--- src/rtl/seq_mac_pkg.sv ---
// seq_mac_pkg: shared FSM states, sizing helpers and saturation for seq_mac_array
package seq_mac_pkg;
  typedef enum logic [1:0] {IDLE, RUN, DONE} state_e;
  localparam int SAT_W = 128;
  function automatic int digits_f(input int mw, input int p);
    return mw / p;
  endfunction
  // Accumulator width: wide enough for c plus K full-width products, plus a sign bit.
  function automatic int aw_f(input int acc_w, input int mw, input int k);
    int pw;
    pw = 2 * mw + $clog2(k);
    return (acc_w > pw ? acc_w : pw) + 1;
  endfunction
  // Clamp a signed value to the w-bit two's-complement range.
  function automatic logic [SAT_W-1:0] sat_f(input logic signed [SAT_W-1:0] v, input int w);
    logic signed [SAT_W-1:0] hi;
    logic signed [SAT_W-1:0] lo;
    hi = (128'sd1 <<< (w - 1)) - 128'sd1;
    lo = -hi - 128'sd1;
    return v > hi ? hi : (v < lo ? lo : v);
  endfunction
endpackage

--- src/rtl/seq_mac_lane.sv ---
// seq_mac_lane: one output channel -- K digit multipliers, adder tree, shifter, accumulator
// Ports: i_clr abort, i_load init acc from i_c, i_add accumulate digit pair (i_i,i_j),
//        i_out form o_res (wrap or saturate per i_sat), operands i_row/i_col latched by the controller.
module seq_mac_lane
  import seq_mac_pkg::*;
#(
  parameter int K = 2,
  parameter int MAX_WIDTH = 16,
  parameter int P = 2,
  parameter int ACC_WIDTH = 32,
  parameter int AW = 34,
  parameter int CW = 5
) (
  input  logic                   clk_i,
  input  logic                   rst_ni,
  input  logic                   i_clr,
  input  logic                   i_load,
  input  logic                   i_add,
  input  logic                   i_out,
  input  logic                   i_sgn,
  input  logic                   i_sat,
  input  logic [CW-1:0]          i_d,
  input  logic [CW-1:0]          i_i,
  input  logic [CW-1:0]          i_j,
  input  logic [K*MAX_WIDTH-1:0] i_row,
  input  logic [K*MAX_WIDTH-1:0] i_col,
  input  logic [ACC_WIDTH-1:0]   i_c,
  output logic [ACC_WIDTH-1:0]   o_res
);
  localparam int TW = 2 * P + 3 + $clog2(K);
  logic [CW-1:0]         w_dm1;
  logic signed [P:0]     w_a;
  logic signed [P:0]     w_b;
  logic signed [2*P+1:0] w_p;
  logic signed [TW-1:0]  w_term;
  logic signed [AW-1:0]  w_sh;
  logic signed [AW-1:0]  r_acc;
  logic [ACC_WIDTH-1:0]  r_res;
  assign w_dm1 = i_d - CW'(1);
  // Each digit gets one extension bit: only the top digit of a signed operand carries sign.
  always_comb begin
    w_term = '0;
    w_a = '0;
    w_b = '0;
    w_p = '0;
    for (int k = 0; k < K; k++) begin
      w_a = {i_sgn & (i_i == w_dm1) & i_row[k*MAX_WIDTH + int'(i_i)*P + P-1], i_row[k*MAX_WIDTH + int'(i_i)*P +: P]};
      w_b = {i_sgn & (i_j == w_dm1) & i_col[k*MAX_WIDTH + int'(i_j)*P + P-1], i_col[k*MAX_WIDTH + int'(i_j)*P +: P]};
      w_p = w_a * w_b;
      w_term = w_term + TW'(w_p);
    end
  end
  assign w_sh = AW'(w_term) <<< (P * (int'(i_i) + int'(i_j)));
  always_ff @(posedge clk_i or negedge rst_ni) begin
    if (!rst_ni) begin
      r_acc <= '0;
      r_res <= '0;
    end else if (i_clr) begin
      r_acc <= '0;
      r_res <= '0;
    end else begin
      if (i_load) r_acc <= AW'($signed(i_c));
      else if (i_add) r_acc <= r_acc + w_sh;
      if (i_out) r_res <= i_sat ? ACC_WIDTH'(sat_f(SAT_W'(r_acc), ACC_WIDTH)) : r_acc[ACC_WIDTH-1:0];
    end
  end
  assign o_res = r_res;
endmodule

--- src/rtl/seq_mac_array.sv ---
// seq_mac_array: digit-serial multiply-accumulate of one row vector against N column vectors
// Ports: clk_i/rst_ni clock and async active-low reset, clear_i sync abort,
//        row_i/col_i/c_i operands and accumulate-in, prec_i precision in P-bit digits,
//        signed_i/sat_i operand mode and result saturation, valid_i/ready_o input handshake,
//        res_o/valid_o/ready_i result and output handshake.
module seq_mac_array
  import seq_mac_pkg::*;
#(
  parameter int K = 2,
  parameter int N = 4,
  parameter int MAX_WIDTH = 16,
  parameter int P = 2,
  parameter int ACC_WIDTH = 32
) (
  input  logic                           clk_i,
  input  logic                           rst_ni,
  input  logic                           clear_i,
  input  logic [K*MAX_WIDTH-1:0]         row_i,
  input  logic [N*K*MAX_WIDTH-1:0]       col_i,
  input  logic [N*ACC_WIDTH-1:0]         c_i,
  input  logic [$clog2(MAX_WIDTH/P):0]   prec_i,
  input  logic                           signed_i,
  input  logic                           sat_i,
  input  logic                           valid_i,
  output logic                           ready_o,
  output logic [N*ACC_WIDTH-1:0]         res_o,
  output logic                           valid_o,
  input  logic                           ready_i
);
  localparam int DMAX = digits_f(MAX_WIDTH, P);
  localparam int PW = $clog2(DMAX) + 1;
  localparam int CW = PW + 1;
  localparam int AW = aw_f(ACC_WIDTH, MAX_WIDTH, K);
  state_e                   r_state;
  state_e                   w_next;
  logic [K*MAX_WIDTH-1:0]   r_row;
  logic [N*K*MAX_WIDTH-1:0] r_col;
  logic [CW-1:0]            r_d;
  logic [CW-1:0]            r_i;
  logic [CW-1:0]            r_j;
  logic [CW-1:0]            r_s;
  logic                     r_sgn;
  logic                     r_sat;
  logic                     r_drain;
  logic [CW-1:0]            w_d;
  logic [CW-1:0]            w_ihi;
  logic [CW-1:0]            w_ilo;
  logic [CW-1:0]            w_s1;
  logic [CW-1:0]            w_ni;
  logic [CW-1:0]            w_ns;
  logic                     w_step;
  logic                     w_last;
  logic                     w_acc;
  logic                     w_add;
  logic                     w_out;
  assign ready_o = (r_state == IDLE) | ((r_state == DONE) & ready_i);
  assign valid_o = r_state == DONE;
  assign w_acc = valid_i & ready_o & ~clear_i;
  assign w_add = (r_state == RUN) & ~r_drain;
  // One extra RUN cycle after the last pair lets the final sum settle before the result is formed.
  assign w_out = (r_state == RUN) & r_drain;
  assign w_d = (prec_i == '0 || prec_i > PW'(DMAX)) ? CW'(DMAX) : CW'(prec_i);
  // Walk anti-diagonals s=i+j; i runs from max(0,s-(D-1)) to min(s,D-1).
  assign w_s1 = r_s + CW'(1);
  assign w_ihi = (r_s < r_d) ? r_s : r_d - CW'(1);
  assign w_ilo = (w_s1 >= r_d) ? w_s1 - r_d + CW'(1) : '0;
  assign w_step = r_i != w_ihi;
  assign w_ni = w_step ? r_i + CW'(1) : w_ilo;
  assign w_ns = w_step ? r_s : w_s1;
  assign w_last = r_s == (r_d << 1) - CW'(2);
  always_comb begin
    w_next = r_state;
    case (r_state)
      IDLE: w_next = w_acc ? RUN : IDLE;
      RUN: w_next = r_drain ? DONE : RUN;
      DONE: w_next = ready_i ? (w_acc ? RUN : IDLE) : DONE;
      default: w_next = IDLE;
    endcase
  end
  always_ff @(posedge clk_i or negedge rst_ni) begin
    if (!rst_ni) begin
      r_state <= IDLE;
      r_row <= '0;
      r_col <= '0;
      r_d <= '0;
      r_i <= '0;
      r_j <= '0;
      r_s <= '0;
      r_sgn <= 1'b0;
      r_sat <= 1'b0;
      r_drain <= 1'b0;
    end else if (clear_i) begin
      r_state <= IDLE;
      r_i <= '0;
      r_j <= '0;
      r_s <= '0;
      r_drain <= 1'b0;
    end else begin
      r_state <= w_next;
      if (w_acc) begin
        r_row <= row_i;
        r_col <= col_i;
        r_d <= w_d;
        r_sgn <= signed_i;
        r_sat <= sat_i;
        r_i <= '0;
        r_j <= '0;
        r_s <= '0;
        r_drain <= 1'b0;
      end else if (w_add) begin
        if (w_last) r_drain <= 1'b1;
        else begin
          r_i <= w_ni;
          r_s <= w_ns;
          r_j <= w_ns - w_ni;
        end
      end
    end
  end
  for (genvar n = 0; n < N; n++) begin : g_lane
    seq_mac_lane #(
      .K(K), .MAX_WIDTH(MAX_WIDTH), .P(P), .ACC_WIDTH(ACC_WIDTH), .AW(AW), .CW(CW)
    ) u_lane (
      .clk_i(clk_i),
      .rst_ni(rst_ni),
      .i_clr(clear_i),
      .i_load(w_acc),
      .i_add(w_add),
      .i_out(w_out),
      .i_sgn(r_sgn),
      .i_sat(r_sat),
      .i_d(r_d),
      .i_i(r_i),
      .i_j(r_j),
      .i_row(r_row),
      .i_col(r_col[n*K*MAX_WIDTH +: K*MAX_WIDTH]),
      .i_c(c_i[n*ACC_WIDTH +: ACC_WIDTH]),
      .o_res(res_o[n*ACC_WIDTH +: ACC_WIDTH])
    );
  end
endmodule
--- config.mk ---
export PLATFORM = sky130hd
export DESIGN_NAME = seq_mac_array
export DESIGN_NICKNAME = d
export VERILOG_FILES = /design/src/rtl/seq_mac_pkg.sv /design/src/rtl/seq_mac_lane.sv /design/src/rtl/seq_mac_array.sv
export SDC_FILE = /design/constraint.sdc
export NUM_CORES = 2
export LEC_CHECK = 0
export ABC_AREA = 1
export CORE_MARGIN = 3
export CORE_UTILIZATION = 34
export CTS_BUF_LIST = sky130_fd_sc_hd__clkbuf_4 sky130_fd_sc_hd__clkbuf_8 sky130_fd_sc_hd__clkbuf_16
export DETAILED_ROUTE_END_ITERATION = 16
export HOLD_SLACK_MARGIN = 0.12
export PLACE_DENSITY = 0.54
export RECOVER_POWER = 25
export SYNTH_ARGS = -nofsm -noshare
export SYNTH_HDL_FRONTEND = slang
export SYNTH_SLANG_ARGS = --single-unit
export TNS_END_PERCENT = 1
--- constraint.sdc ---
create_clock -name clk_i -period 7.7 [get_ports clk_i]
set_input_delay 0.77 -clock clk_i [delete_from_list [all_inputs] [get_ports clk_i]]
set_output_delay 0.77 -clock clk_i [all_outputs]
set_load 0.005 [all_outputs]
==> results.py <==
metrics = {
    "clocking": {
        "cts_tree": "yes",
        "cts.reportedPaths.clkPinSlew_ps": 60,
        "insertion_delay_ps": 680,
        "clockBufferDepth": 3,
        "numCtsBuffers": 55,
        "cts_max_level": 2,
        "clock_sinks": 448,
        "cts_root_buf": "clkbuf_16",
    },
    "grt": {
        "grt_usage": 0.252,
        "grt_max_degree": 222,
        "grt_pass1_vias": 37100,
        "grt_pass1_wl_um": 213000,
        "antenna_found_initial": 6,
        "globalRouteOverflowTotal": 0,
    },
    "sta": {
        "finClkSkew_ps": 71.8,
        "final.setup.worst_slack_ps": -61.4,
        "report.final.slew_viol_count": 362,
        "setup_viol": 6,
        "finalHoldViolCount": 0,
        "slew_headroom": -1.88,
        "rsz0062_at_grt": "yes",
        "fin_tns_setup_ps": -118,
        "tightest_slew_ps": 4320,
        "fin_crit_sh": 1.01,
        "fin_crit_ps": 7760,
        "fmax_mhz": 129,
    },
    "detailed_routing": {
        "first_pass_iters": 7,
        "viasPerCell": 5.05,
        "drt_wl_total_um": 137000,
        "drc": 0,
        "wl_met1_um": 61700,
        "dr_wl_met2_um": 65900,
        "highest_layer": "met5",
        "dr_wl_met3_um": 5620,
        "vias": 37100,
        "drtIter0Drc": 2314,
        "wl_per_cell_um": 18.6,
        "ant_nets": 0,
    },
    "die": {
        "die_area_sq_um": 106000,
        "core_region_area_sq_um": 101000,
        "die-width_um": 326,
        "rows": 116,
        "start_util": 0.345,
        "fp.dieH_um": 326,
        "pin_count": 429,
    },
    "synth": {
        "synth_cells": 4944,
        "async_flop_share": 1.00,
        "synthAdderAreaFrac": 0.121,
        "syn_area_per_cell_sq_um": 7.03,
        "muxShareOfSynthArea": 0.00148,
        "synth_top_flop_cell": "dfrtp_1",
        "yosys_warnings": 0,
        "synth_compound_area_frac": 0.209,
        "synth_top_family_by_area": "simple AND/OR/NAND/NOR gates",
        "synth_simple_gate_area_share": 0.237,
        "yosys.area_share.xor_xnor": 0.0279,
        "synth_edf_count": 0,
        "synth.net_count": 5535,
        "yosysSeqAreaShare": 0.322,
        "netlist_area_sq_um": 34800,
        "yosys_register_bits": 448,
        "netlist-cell-type-count": 59,
    },
    "setup_path": {
        "timing.rr.start": "r_j[0]",
        "slowest_stage": "fa_1",
        "cp_common_cell": "nand2_1",
        "cp_slowest_stage_delay_ps": 550,
        "path_class": "reg2reg",
        "crit_path_end": "g_lane[1].u_lane.r_acc[33]",
        "rrSetupSlack_ps": -60,
        "rr_worst_depth": 38,
        "critPathLaunchType": "register",
        "end_kind": "register",
        "cp.required_ps": 8310,
        "timing.rr.end": "g_lane[1].u_lane.r_acc[33]",
        "cp.arrival_ps": 8370,
        "critPathLaunch": "r_j[0]",
        "crit_path_max_fanout": 15,
    },
    "power": {
        "vdd_drop_max_uv": 296,
        "total_power_mw": 22.7,
        "p_leak_nw": 24.1,
        "power_density_nw_per_um2": 461,
    },
    "finish": {
        "drive_gt1_frac": 0.203,
        "nets": 6534,
        "syn_to_final_growth_pct": 41.5,
    },
    "place": {
        "gp_congestion": 0.907,
        "hpwl_um": 103000,
        "io_buffers": 428,
    },
    "hold_path": {
        "hp-class": "reg2reg",
    },
    "run_status": {
        "violations": "capacitance limit, slew limit, setup timing",
        "outcome": "finished, violations left",
    },
    "flow_run": {
        "max_cap_violations": 3,
    },
}
[cells in the final DEF (no fill, tap or decap), types with 90 or more instances in the layout]
cell type / instances
nor2_1: 384
a21oi_1: 340
buf_4: 733
inv_1: 472
clkdlybuf4s50_1: 427
o21ai_0: 565
o21ai_1: 90
ha_1: 192
nand3_1: 266
dfrtp_1: 444
nand2_1: 1160
[state kept, by name (all words and copies together) (netlist names), 2 cells and up]
register / count
g_lane.u_lane.r_acc: 136
g_lane.u_lane.o_res: 128
r_col: 128
r_row: 32
r_i: 5
r_j: 5
r_s: 5
r_d: 4
r_state: 2
[Yosys cell counts (11+ instances only)]
| cell type | instances | area share |
|---|---|---|
| o22ai_1 | 18 | 0.0032 |
| nand2_1 | 1187 | 0.13 |
| a21oi_1 | 403 | 0.058 |
| inv_1 | 489 | 0.053 |
| inv_2 | 11 | 0.0012 |
| buf_1 | 22 | 0.0024 |
| xor2_1 | 75 | 0.019 |
| xnor2_1 | 30 | 0.0076 |
| ha_1 | 217 | 0.078 |
| nand3_1 | 275 | 0.040 |
| a21o_1 | 39 | 0.0084 |
| o211ai_1 | 62 | 0.013 |
| or2_2 | 15 | 0.0027 |
| o21bai_1 | 20 | 0.0043 |
| nor3_1 | 48 | 0.0069 |
| a211oi_1 | 12 | 0.0026 |
| a31oi_1 | 48 | 0.0086 |
| o221ai_1 | 11 | 0.0028 |
| nor2_1 | 429 | 0.046 |
| o21ai_0 | 678 | 0.098 |
| nand4_1 | 21 | 0.0038 |
| nor4_1 | 14 | 0.0025 |
| clkbuf_1 | 186 | 0.020 |
| fa_1 | 75 | 0.043 |
| dfrtp_1 | 448 | 0.32 |
| buf_2 | 21 | 0.0030 |
[cell families (layout without fill, tap and decap cells)]
logic type,count (synthesis),after routing
AOI/OAI and AO/OA,1335,1335
xor gates and xnor gates,108,108
adders and majority gates,292,292
buffers and inverters,737,1778
DFF,448,448
muxes,5,5
other,0,3
and+or+nand+nor,2019,2019
[critical path: cells and delay by family (launching register included)]
kind	cells	cell delay, ps
buffers and inverters	10	1390
muxes	1	170
AOI/OAI and AO/OA	7	1160
DFF	1	490
adders and majority gates	6	2880
and+or+nand+nor	13	1520
xor gates and xnor gates	1	120
[repair_timing]
item / CTS / global route
gates cloned: 1 / 0
endpoints found under the setup margin: 85 / 112
gates resized for setup: 199 / 260
pin swaps: 54 / 72
hold buffers: 1 / 0
buffers inserted: 19 / 16
hold endpoints to repair: 12 / 0
[power breakdown]
group,total [mW],internal [mW],switching (mW)
combinational,16.6,7.19,9.41
clock,2.76,1.61,1.15
sequential,3.30,2.83,0.464
total,22.7,11.6,11.0
[layer usage]
layer  vias to the layer above  global-route usage
met5                         -                   0
met4                         4              0.0681
met3                       160              0.0276
met2                       824               0.433
met1                     17600               0.335
li1                      18500                   -
[worst min-delay path by stage]
| stage | depth (start not counted) | slack [ps] | endpoint | start |
|---|---|---|---|---|
| 2_1_floorplan | 2 | 440 | r_col[0] | r_col[0] |
| 3_3_place_gp | 2 | 450 | r_col[33] | r_col[33] |
| 3_5_place_dp | 2 | 450 | r_col[72] | r_col[72] |
| 4_1_cts | 2 | 470 | r_col[24] | r_col[24] |
| 5_1_grt | 2 | 490 | r_col[24] | r_col[24] |
| 6_report | 2 | 460 | r_col[102] | r_col[102] |
[final cells by class]
cell class                      instances  area [sq um]
Sequential cell                       448         11200
Multi-Input combinational cell       3759         22400
Clock inverter                         25           349
Timing Repair Buffer                 1178         10100
Tap cell                             1357          1700
Antenna cell                            3          7.51
Fill cell                           10200         51500
Clock buffer                           74          1570
Inverter                              501          1900
[per-stage QoR]
| stage | hold slack, ps | util | area, sq um | std cells | worst slack, ps |
|---|---|---|---|---|---|
| floorplan | 437 | - | 34800 | 4944 | 254 |
| global placement | 449 | 0.450 | 45400 | 7206 | -414 |
| detailed placement | 453 | 0.450 | 45400 | 7206 | -452 |
| CTS | 468 | 0.478 | 48100 | 7326 | -55.4 |
| global route | 490 | 0.489 | 49200 | 7345 | -523 |
| finish | 464 | 0.489 | 49200 | 7345 | -61.4 |
Power figures use the tool's default switching activity.
